<file path="src/rtl/mem_port_arb.sv">
`default_nettype none
// ============================================================================
// mem_port_arb : shares one memory port between instruction fetch and
//                load/store traffic; data wins collisions, fetch is never
//                preempted, and an unanswered access is dropped and retried.
// Revision     : 1.0
// ============================================================================
module mem_port_arb #(
  parameter int unsigned TIMEOUT = 255
) (
  input  logic        CLK,
  input  logic        RST,
  input  logic        IReqF,
  input  logic [31:0] PCF,
  output logic [31:0] InstrF,
  output logic        IValidF,
  input  logic        MemWriteM,
  input  logic        MemReadM,
  input  logic [31:0] ALUResultM,
  input  logic [31:0] WriteDataM,
  output logic [31:0] ReadDataM,
  output logic        DValidM,
  output logic        StallF,
  output logic        StallM,
  output logic        MemReq,
  output logic        MemWe,
  output logic [31:0] MemAddr,
  output logic [31:0] MemWData,
  input  logic [31:0] MemRData,
  input  logic        MemAck,
  output logic        ErrTimeout
);

  localparam logic [1:0] c_st_idle  = 2'd0;
  localparam logic [1:0] c_st_fetch = 2'd1;
  localparam logic [1:0] c_st_data  = 2'd2;
  localparam logic [7:0] c_timeout  = 8'(TIMEOUT);

  logic [1:0]  state_q, state_d;
  logic [7:0]  cnt_q, cnt_d;
  logic [31:0] addr_q, addr_d;
  logic [31:0] wdata_q, wdata_d;
  logic        we_q, we_d;
  logic [31:0] instr_q, instr_d;
  logic [31:0] rdata_q, rdata_d;
  logic        ivalid_q, ivalid_d;
  logic        dvalid_q, dvalid_d;
  logic        err_q, err_d;

  logic        w_data_req;
  logic [7:0]  w_cnt_inc;

  assign w_data_req = MemWriteM | MemReadM;
  assign w_cnt_inc  = (cnt_q == 8'hFF) ? cnt_q : cnt_q + 8'd1;

  always_comb begin
    state_d  = state_q;
    cnt_d    = cnt_q;
    addr_d   = addr_q;
    wdata_d  = wdata_q;
    we_d     = we_q;
    instr_d  = instr_q;
    rdata_d  = rdata_q;
    ivalid_d = 1'b0;
    dvalid_d = 1'b0;
    err_d    = err_q;
    case (state_q)
      c_st_idle: begin
        if (w_data_req) begin
          state_d = c_st_data;
          addr_d  = ALUResultM;
          wdata_d = WriteDataM;
          we_d    = MemWriteM;
          cnt_d   = 8'd0;
        end else if (IReqF) begin
          state_d = c_st_fetch;
          addr_d  = PCF;
          we_d    = 1'b0;
          cnt_d   = 8'd0;
        end
      end
      c_st_fetch, c_st_data: begin
        if (MemAck) begin
          state_d = c_st_idle;
          if (state_q == c_st_fetch) begin
            instr_d  = MemRData;
            ivalid_d = 1'b1;
          end else begin
            dvalid_d = 1'b1;
            if (!we_q) rdata_d = MemRData;
          end
        end else begin
          // Abort lands in IDLE, where the still-pending request is re-arbitrated.
          cnt_d = w_cnt_inc;
          if (w_cnt_inc == c_timeout) begin
            state_d = c_st_idle;
            err_d   = 1'b1;
          end
        end
      end
      default: state_d = c_st_idle;
    endcase
  end

  always_ff @(posedge CLK) begin
    if (RST) begin
      state_q  <= c_st_idle;
      cnt_q    <= 8'd0;
      addr_q   <= 32'd0;
      wdata_q  <= 32'd0;
      we_q     <= 1'b0;
      instr_q  <= 32'd0;
      rdata_q  <= 32'd0;
      ivalid_q <= 1'b0;
      dvalid_q <= 1'b0;
      err_q    <= 1'b0;
    end else begin
      state_q  <= state_d;
      cnt_q    <= cnt_d;
      addr_q   <= addr_d;
      wdata_q  <= wdata_d;
      we_q     <= we_d;
      instr_q  <= instr_d;
      rdata_q  <= rdata_d;
      ivalid_q <= ivalid_d;
      dvalid_q <= dvalid_d;
      err_q    <= err_d;
    end
  end

  assign MemReq     = (state_q == c_st_fetch) || (state_q == c_st_data);
  assign MemWe      = we_q;
  assign MemAddr    = addr_q;
  assign MemWData   = wdata_q;
  assign InstrF     = instr_q;
  assign IValidF    = ivalid_q;
  assign ReadDataM  = rdata_q;
  assign DValidM    = dvalid_q;
  assign ErrTimeout = err_q;
  assign StallM     = w_data_req & ~((state_q == c_st_data) & MemAck);
  assign StallF     = StallM | (IReqF & ~((state_q == c_st_fetch) & MemAck));

endmodule
`default_nettype wire

</file>
<file path="config.mk">
export PLATFORM = sky130hd
export DESIGN_NAME = mem_port_arb
export DESIGN_NICKNAME = d
export VERILOG_FILES = /design/src/rtl/mem_port_arb.sv
export SDC_FILE = /design/constraint.sdc
export NUM_CORES = 1
export LEC_CHECK = 0
export CAP_MARGIN = 25
export CORE_ASPECT_RATIO = 0.7
export CORE_MARGIN = 4
export CORE_UTILIZATION = 45
export CTS_BUF_LIST = sky130_fd_sc_hd__clkbuf_8
export DETAILED_ROUTE_END_ITERATION = 6
export PLACE_DENSITY = 0.87
export SYNTH_ARGS = -nofsm -noshare
export SYNTH_HDL_FRONTEND = slang
export SYNTH_SLANG_ARGS = --single-unit
</file>
<file path="constraint.sdc">
create_clock -name CLK -period 5.5 [get_ports CLK]
set_input_delay 0.55 -clock CLK [delete_from_list [all_inputs] [get_ports CLK]]
set_output_delay 0.55 -clock CLK [all_outputs]
set_load 0.02 [all_outputs]
</file>
==> results by stage, run 1 <==
Die:
- The boundary pin count is 269.
- The floorplan row count is 33.
- The total area inside the core boundary comes to 11900 sq um.
- The initial standard-cell utilization of the core is 46.9%.
- The horizontal extent of the die is 141 um.
- The floorplan step defined a die boundary enclosing 14300 sq um.
- The vertical die dimension is 101 um.

Clock tree:
- The CTS buffer count is 17.
- The number of gates resized after CTS was 0.
- The maximum clock insertion buffer count is 2.
- The number of setup buffers added after CTS is 0.
- CTS placed an instance of clkbuf_8 at the clock tree root.
- The clock slew seen by the registers of the worst setup and hold paths is 80 ps.
- The clock tree synthesis step divided the H-tree into 4 levels.
- The clock reaches the later pin of the worst-skew pair after 440 ps.
- CTS saw 142 sinks.
- The hold buffer count at cts is 0.
- The TritonCTS clock tree is built.

Route:
- The first TritonRoute pass finished after 5 iterations.
- In this run, the number of DRC markers left after iteration 0 of detailed routing was 336.
- The via count is 5816.
- After detailed routing, the number of vias per cell comes to 5.19.
- In the routed design, unresolved DRC markers number 0.
- In this run the remaining antenna-violating nets after routing total 0.
- Dividing the detail-routed wire length by the instance count gives 16.4 um.
- The overall routed net length is 18300 um.

Global route:
- After global routing the overflow that remains totals 0.
- The overall routing resource usage is 24.8%.
- The via count of the first global-routing pass is 5680.
- The wire length of the first global-routing pass is 28500 um.
- The initial antenna violation count was 0.
- The pin count of the biggest net entering global routing is 89.

Power and ir drop:
- The worst IR drop on VDD is 0.210 mV.
- The total power per unit cell area is 312 nW/um^2.
- The analysis attributes to cell leakage a power of 0.00313 uW.

Synth:
- For this run, asynchronously set or reset flops after synthesis account for 0%.
- The fraction of the yosys area taken by sequential cells is 50.8%.
- Averaged over all synthesized cells, the footprint is 7.91 sq um.
- The post-synthesis instance area is 5600 sq um.
- The predominant post-synthesis flop cell is dfxtp_1.
- The number of enable-type register cells in the synthesized netlist is 0.
- The number of nets in the synthesized netlist is 846.
- After technology mapping, the gate count stands at 708.
- Synthesis instantiated 42 different standard cells from the library.
- The Yosys step of the flow raised 0 warnings.
- The flop and latch count out of synthesis is 142.

Timing:
- The final critical path time including I/O delays and setup is 2940 ps.
- The hold violation count in the final report came to 0.
- Of the available clock period, the critical path in the final layout requires 53.5%.
- At the pin with the least slew margin, the transition time is 937 ps.
- After routing, the total negative slack on setup checks comes to 0 ps.
- The maximum clock skew at final layout is 17.2 ps.
- The relative slew slack is 37.5%.
- Setup repair after global routing left no endpoint under its margin.
- The count of final setup violators is 0.
- Static timing analysis puts the maximum clock frequency at 340 MHz.
- The max-slew violation count is 0.

Critical path:
- The standard cell with the maximum stage delay on the critical path is clkdlybuf4s50_1.
- The setup check on the worst reg-to-reg path leaves a slack of 3390 ps.
- The type of the worst setup path is in2out.
- The worst-path maximum fanout is 36.
- The cell seen most often among critical-path stages is clkdlybuf4s50_1.
- The startpoint of the worst register-to-register path is state_q[1].
- Data on the critical path is required at its endpoint by 4950 ps.
- The number of buffers and inverters on the critical path is 3.
- The end of the worst register-to-register path is cnt_q[3].
- The element type at the critical path end is a primary output.
- The depth of the worst register-to-register path is 6.
- The longest individual stage delay on the worst path is 600 ps.
- The critical path launch point type is a primary input.
- Grouping stages by cell kind, the critical path spends the most delay in buffers and inverters.
- Walking the worst path, the cells encountered are clkdlybuf4s50_1 > buf_4 > nor2_2 > a21oi_1 > a21o_1 > clkdlybuf4s50_1.
- For the worst setup path, the data arrival time is 2390 ps.

Flow run:
- The tool flagged a number of max-cap violations equal to 0.

Hold path:
- The worst min-delay path endpoint is MemWData[3].
- The kind of path behind the tightest hold check is reg2reg.
- The worst hold path passes through 2 cells.
- The start point of the worst hold path is MemWData[3].

Final layout:
- The most frequent standard cell in the layout excluding fill and tap cells is clkdlybuf4s50_1.
- The antenna cell count is 0.
- Relative to the synthesized area, the layout overhead comes to 56.7%.
- In the layout the commonest cells are clkdlybuf4s50_1 (267), nand2_1 (232), dfxtp_1 (142).
- Of the cells placed in the final design, the portion with a size suffix greater than 1 is 6.13%.
- The total number of nets in the final design is 1088.
- After filler insertion, the fill cell instance count of the layout stands at 967.
- Measured on the finished design, the core utilization comes to 73.5%.

Place:
- The final weighted congestion in routability-driven placement is 0.865.
- After legalization and detailed placement, the total HPWL measured 12900 um.
- Buffers placed on the I/O ports in this run total 268.

Status:
- The run finished with clean final reports.
through the flow:
step                area, sq um  std cells  setup WS, ps  total power, uW  hold slack [ps]
global route               8770       1120          2500             2870              471
floorplan                  5600        708          3520             1520              508
global placement           8340       1088          2580             1850              441
detailed placement         8340       1088          2560             1860              446
finish                     8770       1120          2560             2740              455
CTS                        8770       1120          2560             2760              457
power by group:
part	switching, uW	total [uW]	leakage [uW]	internal [uW]
Combinational	363	676	0.00176	313
Sequential	44.4	1160	0.00116	1110
Clock	435	906	0.000212	471
Total	843	2740	0.00313	1900
area by class of cell:
cell class	instances	area [sq um]	area share, %
Sequential cell	142	2840	32.4
Timing Repair Buffer	279	2760	31.5
Multi-Input combinational cell	506	2520	28.8
Clock buffer	18	248	2.82
Tap cell	157	196	2.24
Clock inverter	14	183	2.08
Inverter	4	15.0	0.171
layer usage:
layer / up-vias / track usage, % / part of all wire [%]
met3: 37 / 10.9 / 10
met4: 0 / 9.23 / 2.4
met5: - / 0 / 0
li1: 2884 / - / -
met2: 234 / 40.6 / 47
met1: 2661 / 29.1 / 40
cell usage after synthesis, drive strengths merged (2+ instances only):
library cell | instances | area (sq um)
a21o | 4 | 30.0
a21oi | 105 | 526
a22oi | 3 | 22.5
a311oi | 35 | 313
and2 | 4 | 27.5
and3 | 2 | 13.8
buf | 10 | 60.1
clkbuf | 46 | 173
dfxtp | 142 | 2840
ha | 4 | 50.1
inv | 4 | 15.0
nand2 | 232 | 871
nand2b | 3 | 18.8
nand3 | 5 | 25.0
nand4 | 3 | 33.8
nor2 | 41 | 159
nor3 | 8 | 40.0
nor4b | 2 | 38.8
o21ai | 41 | 205
or3 | 2 | 12.5
sequential cells by signal, indices dropped and copies added, names as in the netlist, 2 cells and up:
signal     flops
cnt_q          8
MemWData      32
MemAddr       32
ReadDataM     32
InstrF        32
state_q        2
worst min-delay path, delay by kind of cell, from the launching register on:
kind               cells  cell delay [ps]
AOI/OAI and AO/OA      1               50
DFF                    1              310
and+or+nand+nor        1               50
kinds of logic after synthesis:
group	count (synthesis)	share of synthesized area (%)
compound gates	197	21.3
xor+xnor	1	0.156
fa+ha+maj	4	0.894
buf+inv	60	4.42
flops	142	50.8
mux	1	0.179
simple gates	303	22.3
how the worst max path moves through the flow:
stage | to | slack [ps] | start | cells past startpoint
after detailed placement | StallF | 2560 | MemReadM | 6
after global placement | StallF | 2580 | MemReadM | 6
after global routing | StallF | 2500 | state_q[1] | 6
final | StallF | 2560 | MemReadM | 6
after CTS | StallF | 2560 | MemReadM | 6
after floorplan | StallF | 3520 | MemWriteM | 4
No activity file was read; power rests on OpenSTA's default activity.
==> run 2: changes to the inputs <==
- CORE_UTILIZATION: 45 -> 42
- PLACE_DENSITY: 0.87 -> 0.82
- clock period: 5.5 -> 2.77 ns (I/O delays scaled with it)
==> results by stage, run 2 (synthesized netlist as in run 1, its figures left out) <==
Die:
- The area enclosed by the die boundary was 15300 sq um (was 14300 sq um).
- The floorplan row count is 34 (was 33).
- The standard cell core area is 12700 sq um (was 11900 sq um).
- The initial standard-cell utilization of the core is 44.0% (was 46.9%).
- The horizontal extent of the die is 146 um (was 141 um).
- The vertical die dimension is 105 um (was 101 um).
- The boundary pin count is 269 (unchanged).

Critical path:
- The required time of the critical path is 2490 ps (was 4950 ps).
- The longest individual stage delay on the worst path is 640 ps (was 600 ps).
- The standard cell with the maximum stage delay on the critical path is clkdlybuf4s50_1 (unchanged).
- The arrival time at the worst endpoint is 2000 ps (was 2390 ps).
- Cell chain of the critical path: inv_1 > ha_1 > nand2_1 > a21o_1 > clkdlybuf4s50_1 (was clkdlybuf4s50_1 > buf_4 > nor2_2 > a21oi_1 > a21o_1 > clkdlybuf4s50_1).
- The element type at the critical path end is a primary output (unchanged).
- The critical path launch point type is a register (was primary input).
- The type of the worst setup path is reg2out (was in2out).
- The number of buffers and inverters on the critical path is 2 (was 3).
- The gate family responsible for the most delay along the worst path was buffers and inverters (unchanged).
- The worst-path maximum fanout is 6 (was 36).

Clock tree:
- The number of sinks handled by clock tree synthesis is 142 (unchanged).
- The hold buffer count at cts is 0 (unchanged).
- The TritonCTS clock tree is built (unchanged).
- The H-tree depth reported by CTS is 4 (unchanged).
- The insertion delay of the later-clocked pin in the worst-skew pair is 440 ps (about the same).
- The CTS buffer count is 17 (unchanged).
- The clock slew seen by the registers of the worst setup and hold paths is 70 ps (was 80 ps).
- The post-cts gate resize count is 0 (unchanged).
- The maximum clock insertion buffer count is 2 (unchanged).
- The number of buffers inserted to repair setup after CTS is 0 (unchanged).
- The master cell of the clock root buffer is clkbuf_8 (unchanged).

Timing:
- The hold violation count in the final report is 0 (unchanged).
- Based on the critical path, the design can be clocked at up to 440 MHz.
- The count of final setup violators is 0 (unchanged).
- The maximum clock skew at final layout is 11.8 ps (was 17.2 ps).
- RSZ-0062 raised after global routing: no (unchanged).
- Counting I/O delays and the setup requirement, the final critical path takes 2270 ps.
- The measured slew at the worst slew-check pin came to 623 ps (was 937 ps).
- The max-slew violation count is 0 (unchanged).
- The relative slew slack was 58.4% (was 37.5%).
- The final total negative setup slack is 0 ps (unchanged).
- Dividing the final minimum period by the clock period gives 82.1%.

Status:
- Run status: finished clean (unchanged).

Flow run:
- The count of maximum capacitance violations is 0 (unchanged).

Final layout:
- The most frequent standard cell in the layout excluding fill and tap cells is clkdlybuf4s50_1 (unchanged).
- The sequential standard cell area is 2840 sq um (unchanged).
- The total area of multi-input combinational cells came to 2520 sq um (unchanged).
- Commonest cells after routing, fill and taps aside: clkdlybuf4s50_1 (267), nand2_1 (232), dfxtp_1 (142) (unchanged).
- The synthesis-to-finish area growth is 58.5% (was 56.7%).
- The total number of nets in the final design is 1093 (was 1088).
- The fraction of final layout cells with drive strength greater than 1 is 6.51% (was 6.13%).
- The antenna cell count was 0 (unchanged).
- The core utilization of the finished layout is 69.8% (was 73.5%).
- The fill cell total of the finished layout is 1065 (was 967).

Power and ir drop:
- The reported leakage power is 0.00319 uW (was 0.00313 uW).
- The total power per unit cell area is 631 nW/um^2 (was 312 nW/um^2).
- The worst IR drop on VDD is 0.342 mV (was 0.210 mV).

Route:
- The via density per instance came to 5.13 (was 5.19).
- The routed wire length per instance came to 16.3 um (was 16.4 um).
- The post-detailed-route count of antenna-violating nets is 0 (unchanged).
- The detailed-routing iteration count for the pre-antenna-repair pass is 5 (unchanged).
- The via count is 5795 (was 5816).
- The count of routing violations after the opening detailed-route iteration is 362 (was 336).
- The overall routed net length is 18400 um (was 18300 um).
- The DRC violation count after routing was 0 (unchanged).

Global route:
- The pin count of the biggest net entering global routing is 65 (was 89).
- The via count of the first global-routing pass is 5625 (was 5680).
- The initial antenna violation count came to 0 (unchanged).
- The leftover overflow at the end of global routing is 0 (unchanged).
- The wire length of the first global-routing pass came to 29000 um (was 28500 um).
- The overall routing resource usage was 23.3% (was 24.8%).

Place:
- The detailed placement HPWL is 13200 um (was 12900 um).
- The number of buffers inserted by port buffering was 268 (unchanged).
- The final weighted congestion in routability-driven placement was 0.815 (was 0.865).

Hold path:
- The kind of path behind the tightest hold check was in2reg (was reg2reg).
[run 2: metrics by stage]
stage                     hold slack [ps]  cell area, sq um  setup WS [ps]  total power [uW]  std cells
after global placement                441              8410            601              3690       1098
final                                 339              8880            496              5600       1129
after CTS                             335              8880            482              5650       1129
after floorplan                       413              5600            893              3010        708
after detailed placement              447              8410            564              3710       1098
after global routing                  359              8880            336              5860       1129
[run 2: path summary, 6_finish.rpt]
check             slack, ps      endpoint          from  depth (start not counted)
setup / recovery        500        StallF    state_q[1]                          5
hold / removal          340      cnt_q[1]           RST                          2
setup reg to reg        720      cnt_q[6]    state_q[0]                          6
hold reg to reg         450  MemWData[25]  MemWData[25]                          2
[run 2: layer usage]
metal  share of wire, %  wire length, um  vias to the layer above  global-route usage (%)
li1                   -                -                     2889                       -
met1                 43             7810                     2671                    28.8
met2                 46             8500                      202                    37.8
met3                8.6             1590                       33                    8.87
met4                2.5              451                        0                    7.58
met5                  0                0                        -                    1.25
[run 2: area by class of cell]
cell class | instances | share of cell area, %
inverter | 4 | 0.169
clock buffer | 19 | 2.95
multi-input combinational | 506 | 28.4
sequential | 142 | 32.0
clock inverter | 12 | 2.31
tap | 162 | 2.28
timing repair buffer | 284 | 31.8
[run 2: power breakdown]
group | total, uW | switching [uW] | internal, uW
clock network | 1940 | 813 | 1130
registers | 2300 | 87.5 | 2210
logic | 1360 | 724 | 639
==> run 3: changes to the inputs <==
- CORE_UTILIZATION: 42 -> 38
- PLACE_DENSITY: 0.82 -> 0.79
- clock period: 2.77 -> 2 ns (I/O delays scaled with it)
==> results by stage, run 3 (synthesized netlist as in run 1, its figures left out) <==
Global route:
- The via count of the first global-routing pass is 5594 (was 5625).
- The most heavily used metal layer in global routing is met2 (unchanged).
- The leftover overflow at the end of global routing came to 0 (unchanged).
- The wire length of the first global-routing pass came to 29000 um (about the same).
- The met1 routing resource usage after global routing is 25.7% (was 28.8%).
- The global routing usage on met3 is 9.13% (was 8.87%).
- The overall routing resource usage is 21.4% (was 23.3%).
- The initial antenna violation count is 0 (unchanged).
- The met2 track utilization from global routing is 35.3% (was 37.8%).
- The pin count of the biggest net entering global routing is 47 (was 65).

Timing:
- The maximum clock skew at final layout is 14.8 ps (was 11.8 ps).
- RSZ-0062 raised after global routing: no (unchanged).
- The hold violation count in the final report is 0 (unchanged).
- The worst hold margin was 155 ps (was 339 ps).
- The relative slew slack is 61.1% (was 58.4%).
- The measured slew at the worst slew-check pin is 579 ps (was 623 ps).
- The final critical path time including I/O delays and setup is 1870 ps.
- The achievable frequency is 535 MHz.
- In the finished design, the share of the clock period the worst path needs comes to 93.5%.
- The max-slew violation count is 0 (unchanged).
- The count of final setup violators is 0 (unchanged).

Die:
- The boundary pin count is 269 (unchanged).
- The horizontal extent of the die is 153 um (was 146 um).
- The area enclosed by the die boundary came to 16800 sq um (was 15300 sq um).
- The initial standard-cell utilization of the core is 39.5% (was 44.0%).
- The floorplan row count is 36 (was 34).
- The vertical die dimension is 110 um (was 105 um).
- The standard cell core area came to 14200 sq um (was 12700 sq um).

Clock tree:
- The CTS buffer count was 17 (unchanged).
- The master cell of the clock root buffer is clkbuf_8 (unchanged).
- The number of sinks handled by clock tree synthesis is 142 (unchanged).
- The H-tree depth reported by CTS is 4 (unchanged).
- The clock slew seen by the registers of the worst setup and hold paths is 90 ps (was 70 ps).
- The maximum clock insertion buffer count is 2 (unchanged).
- The TritonCTS clock tree was built (unchanged).
- The insertion delay of the later-clocked pin in the worst-skew pair is 430 ps (was 440 ps).

Critical path:
- The worst-path maximum fanout was 3 (was 6).
- The standard cell with the maximum stage delay on the critical path was dfxtp_1 (was clkdlybuf4s50_1).
- The register-to-register path setup slack was 170 ps (was 720 ps).
- The element type at the critical path end is a primary output (unchanged).
- The end of the worst register-to-register path was ErrTimeout (was cnt_q[6]).
- The gate family responsible for the most delay along the worst path is buffers and inverters (unchanged).
- Cell chain of the critical path: inv_1 > ha_1 > a21oi_1 > buf_4 > dlygate4sd2_1 (was inv_1 > ha_1 > nand2_1 > a21o_1 > clkdlybuf4s50_1).
- The type of the worst setup path was reg2out (unchanged).
- The arrival time at the worst endpoint is 1670 ps (was 2000 ps).
- The required time of the critical path is 1800 ps (was 2490 ps).
- The depth of the worst register-to-register path is 6 (unchanged).
- The number of buffers and inverters on the critical path is 3 (was 2).
- The longest individual stage delay on the worst path is 370 ps (was 640 ps).
- The startpoint of the worst register-to-register path is cnt_q[1] (was state_q[0]).
- The critical path launch point type is a register (unchanged).

Final layout:
- The fill cell total of the finished layout came to 1264 (was 1065).
- The total area of multi-input combinational cells is 2540 sq um (was 2520 sq um).
- The fraction of final layout cells with drive strength greater than 1 is 8.37% (was 6.51%).
- The post-route non-filler standard cell count came to 1170 (was 1129).
- Commonest cells after routing, fill and taps aside: clkdlybuf4s50_1 (264), nand2_1 (232), dfxtp_1 (142) (was clkdlybuf4s50_1 (267), nand2_1 (232), dfxtp_1 (142)).
- The antenna cell count is 0 (unchanged).
- The sequential standard cell area is 2840 sq um (unchanged).
- The synthesis-to-finish area growth came to 61.3% (was 58.5%).
- The most frequent standard cell in the layout excluding fill and tap cells is clkdlybuf4s50_1 (unchanged).
- The total number of nets in the final design came to 1105 (was 1093).

Route:
- The count of routing violations after the opening detailed-route iteration is 280 (was 362).
- The overall routed net length came to 18600 um (was 18400 um).
- The post-detailed-route count of antenna-violating nets is 0 (unchanged).
- The routed wire length per instance came to 15.9 um (was 16.3 um).
- The via density per instance is 4.92 (was 5.13).
- The DRC violation count after routing is 0 (unchanged).
- The detailed-routing iteration count for the pre-antenna-repair pass came to 4 (was 5).
- The via count is 5758 (was 5795).

Power and ir drop:
- The portion of total power attributed to the clock network is 32.0% (was 34.6%).
- The switching fraction of total power was 31.3% (was 29.0%).
- The sequential share of power is 42.0% (was 41.0%).
- The internal cell power is 5210 uW (was 3980 uW).
- The part of the power in combinational logic is 26.0% (was 24.3%).
- The reported leakage power was 0.00325 uW (was 0.00319 uW).
- The power dissipated by switching net loads is 2370 uW (was 1620 uW).
- The total power per unit cell area is 839 nW/um^2 (was 631 nW/um^2).
- The worst IR drop on VDD is 0.412 mV (was 0.342 mV).

Flow run:
- The count of maximum capacitance violations is 0 (unchanged).

Hold path:
- The kind of path behind the tightest hold check is in2reg (unchanged).
- The worst min-delay path endpoint is cnt_q[5] (was cnt_q[1]).
- The start point of the worst hold path is RST (unchanged).
- The number of cells on the worst hold path is 2 (unchanged).

Place:
- The final weighted congestion in routability-driven placement came to 0.800 (was 0.815).
- The number of buffers inserted by port buffering came to 268 (unchanged).
- The total instance count after detailed placement is 1138 (was 1098).
- The detailed placement HPWL is 13400 um (was 13200 um).

Status:
- Run status: finished clean (unchanged).
run 3: cell types whose count changed in the layout (fill, tap and decap cells not counted), sizes merged:
cell	before	now
clkinv	0	2
buf	17	29
inv	10	12
bufinv	5	2
dlygate4sd2	0	2
clkinvlp	1	2
clkdlybuf4s50	267	264
run 3: worst max path at each step:
| stage | from | to | cells after the start |
|---|---|---|---|
| 3_5_place_dp | MemWriteM | cnt_q[1] | 7 |
| 2_1_floorplan | state_q[0] | cnt_q[1] | 7 |
| 6_report | state_q[0] | StallM | 5 |
| 3_3_place_gp | MemReadM | StallF | 6 |
| 5_1_grt | state_q[0] | StallM | 5 |
| 4_1_cts | state_q[1] | StallF | 5 |
run 3: area by class of cell:
type,count,area share (%)
Inverter,4,0.166
Sequential cell,142,31.5
Clock buffer,18,2.74
Tap cell,190,2.63
Multi-Input combinational cell,506,28.1
Timing Repair Buffer,296,33.0
Clock inverter,14,1.88
run 3: power groups by stage:
stage | Clock (uW) | Sequential [uW] | Combinational, uW
global placement | 0 | 3230 | 1970
global route | 2610 | 3210 | 2130
floorplan | 0 | 3520 | 649
CTS | 2500 | 3180 | 1990
finish | 2430 | 3180 | 1970
detailed placement | 0 | 3250 | 1980
run 3: metal layers:
| layer | up-vias | wire length [um] |
|---|---|---|
| met2 | 188 | 8810 |
| met1 | 2633 | 7900 |
| met4 | 0 | 205 |
| li1 | 2919 | - |
| met5 | - | 0 |
| met3 | 18 | 1680 |
run 3: metrics by stage:
step | utilization (%) | TNS (ps) | total power [uW] | instance area, sq um | setup slack, ps
4_1_cts | 63.6 | 0 | 7670 | 9020 | 14.0
2_1_floorplan | - | 0 | 4170 | 5600 | 123
3_3_place_gp | 60.7 | -35.0 | 5200 | 8610 | -35.0
3_5_place_dp | 60.7 | -172 | 5230 | 8610 | -62.9
6_report | 63.7 | 0 | 7580 | 9030 | 130
5_1_grt | 63.7 | 0 | 7950 | 9030 | 8.01
run 3: repair_timing:
action                                  CTS  global route
endpoints found under the setup margin    3             8
hold buffers                              0             0
gates resized for setup                   3             6
setup buffers                             0             0
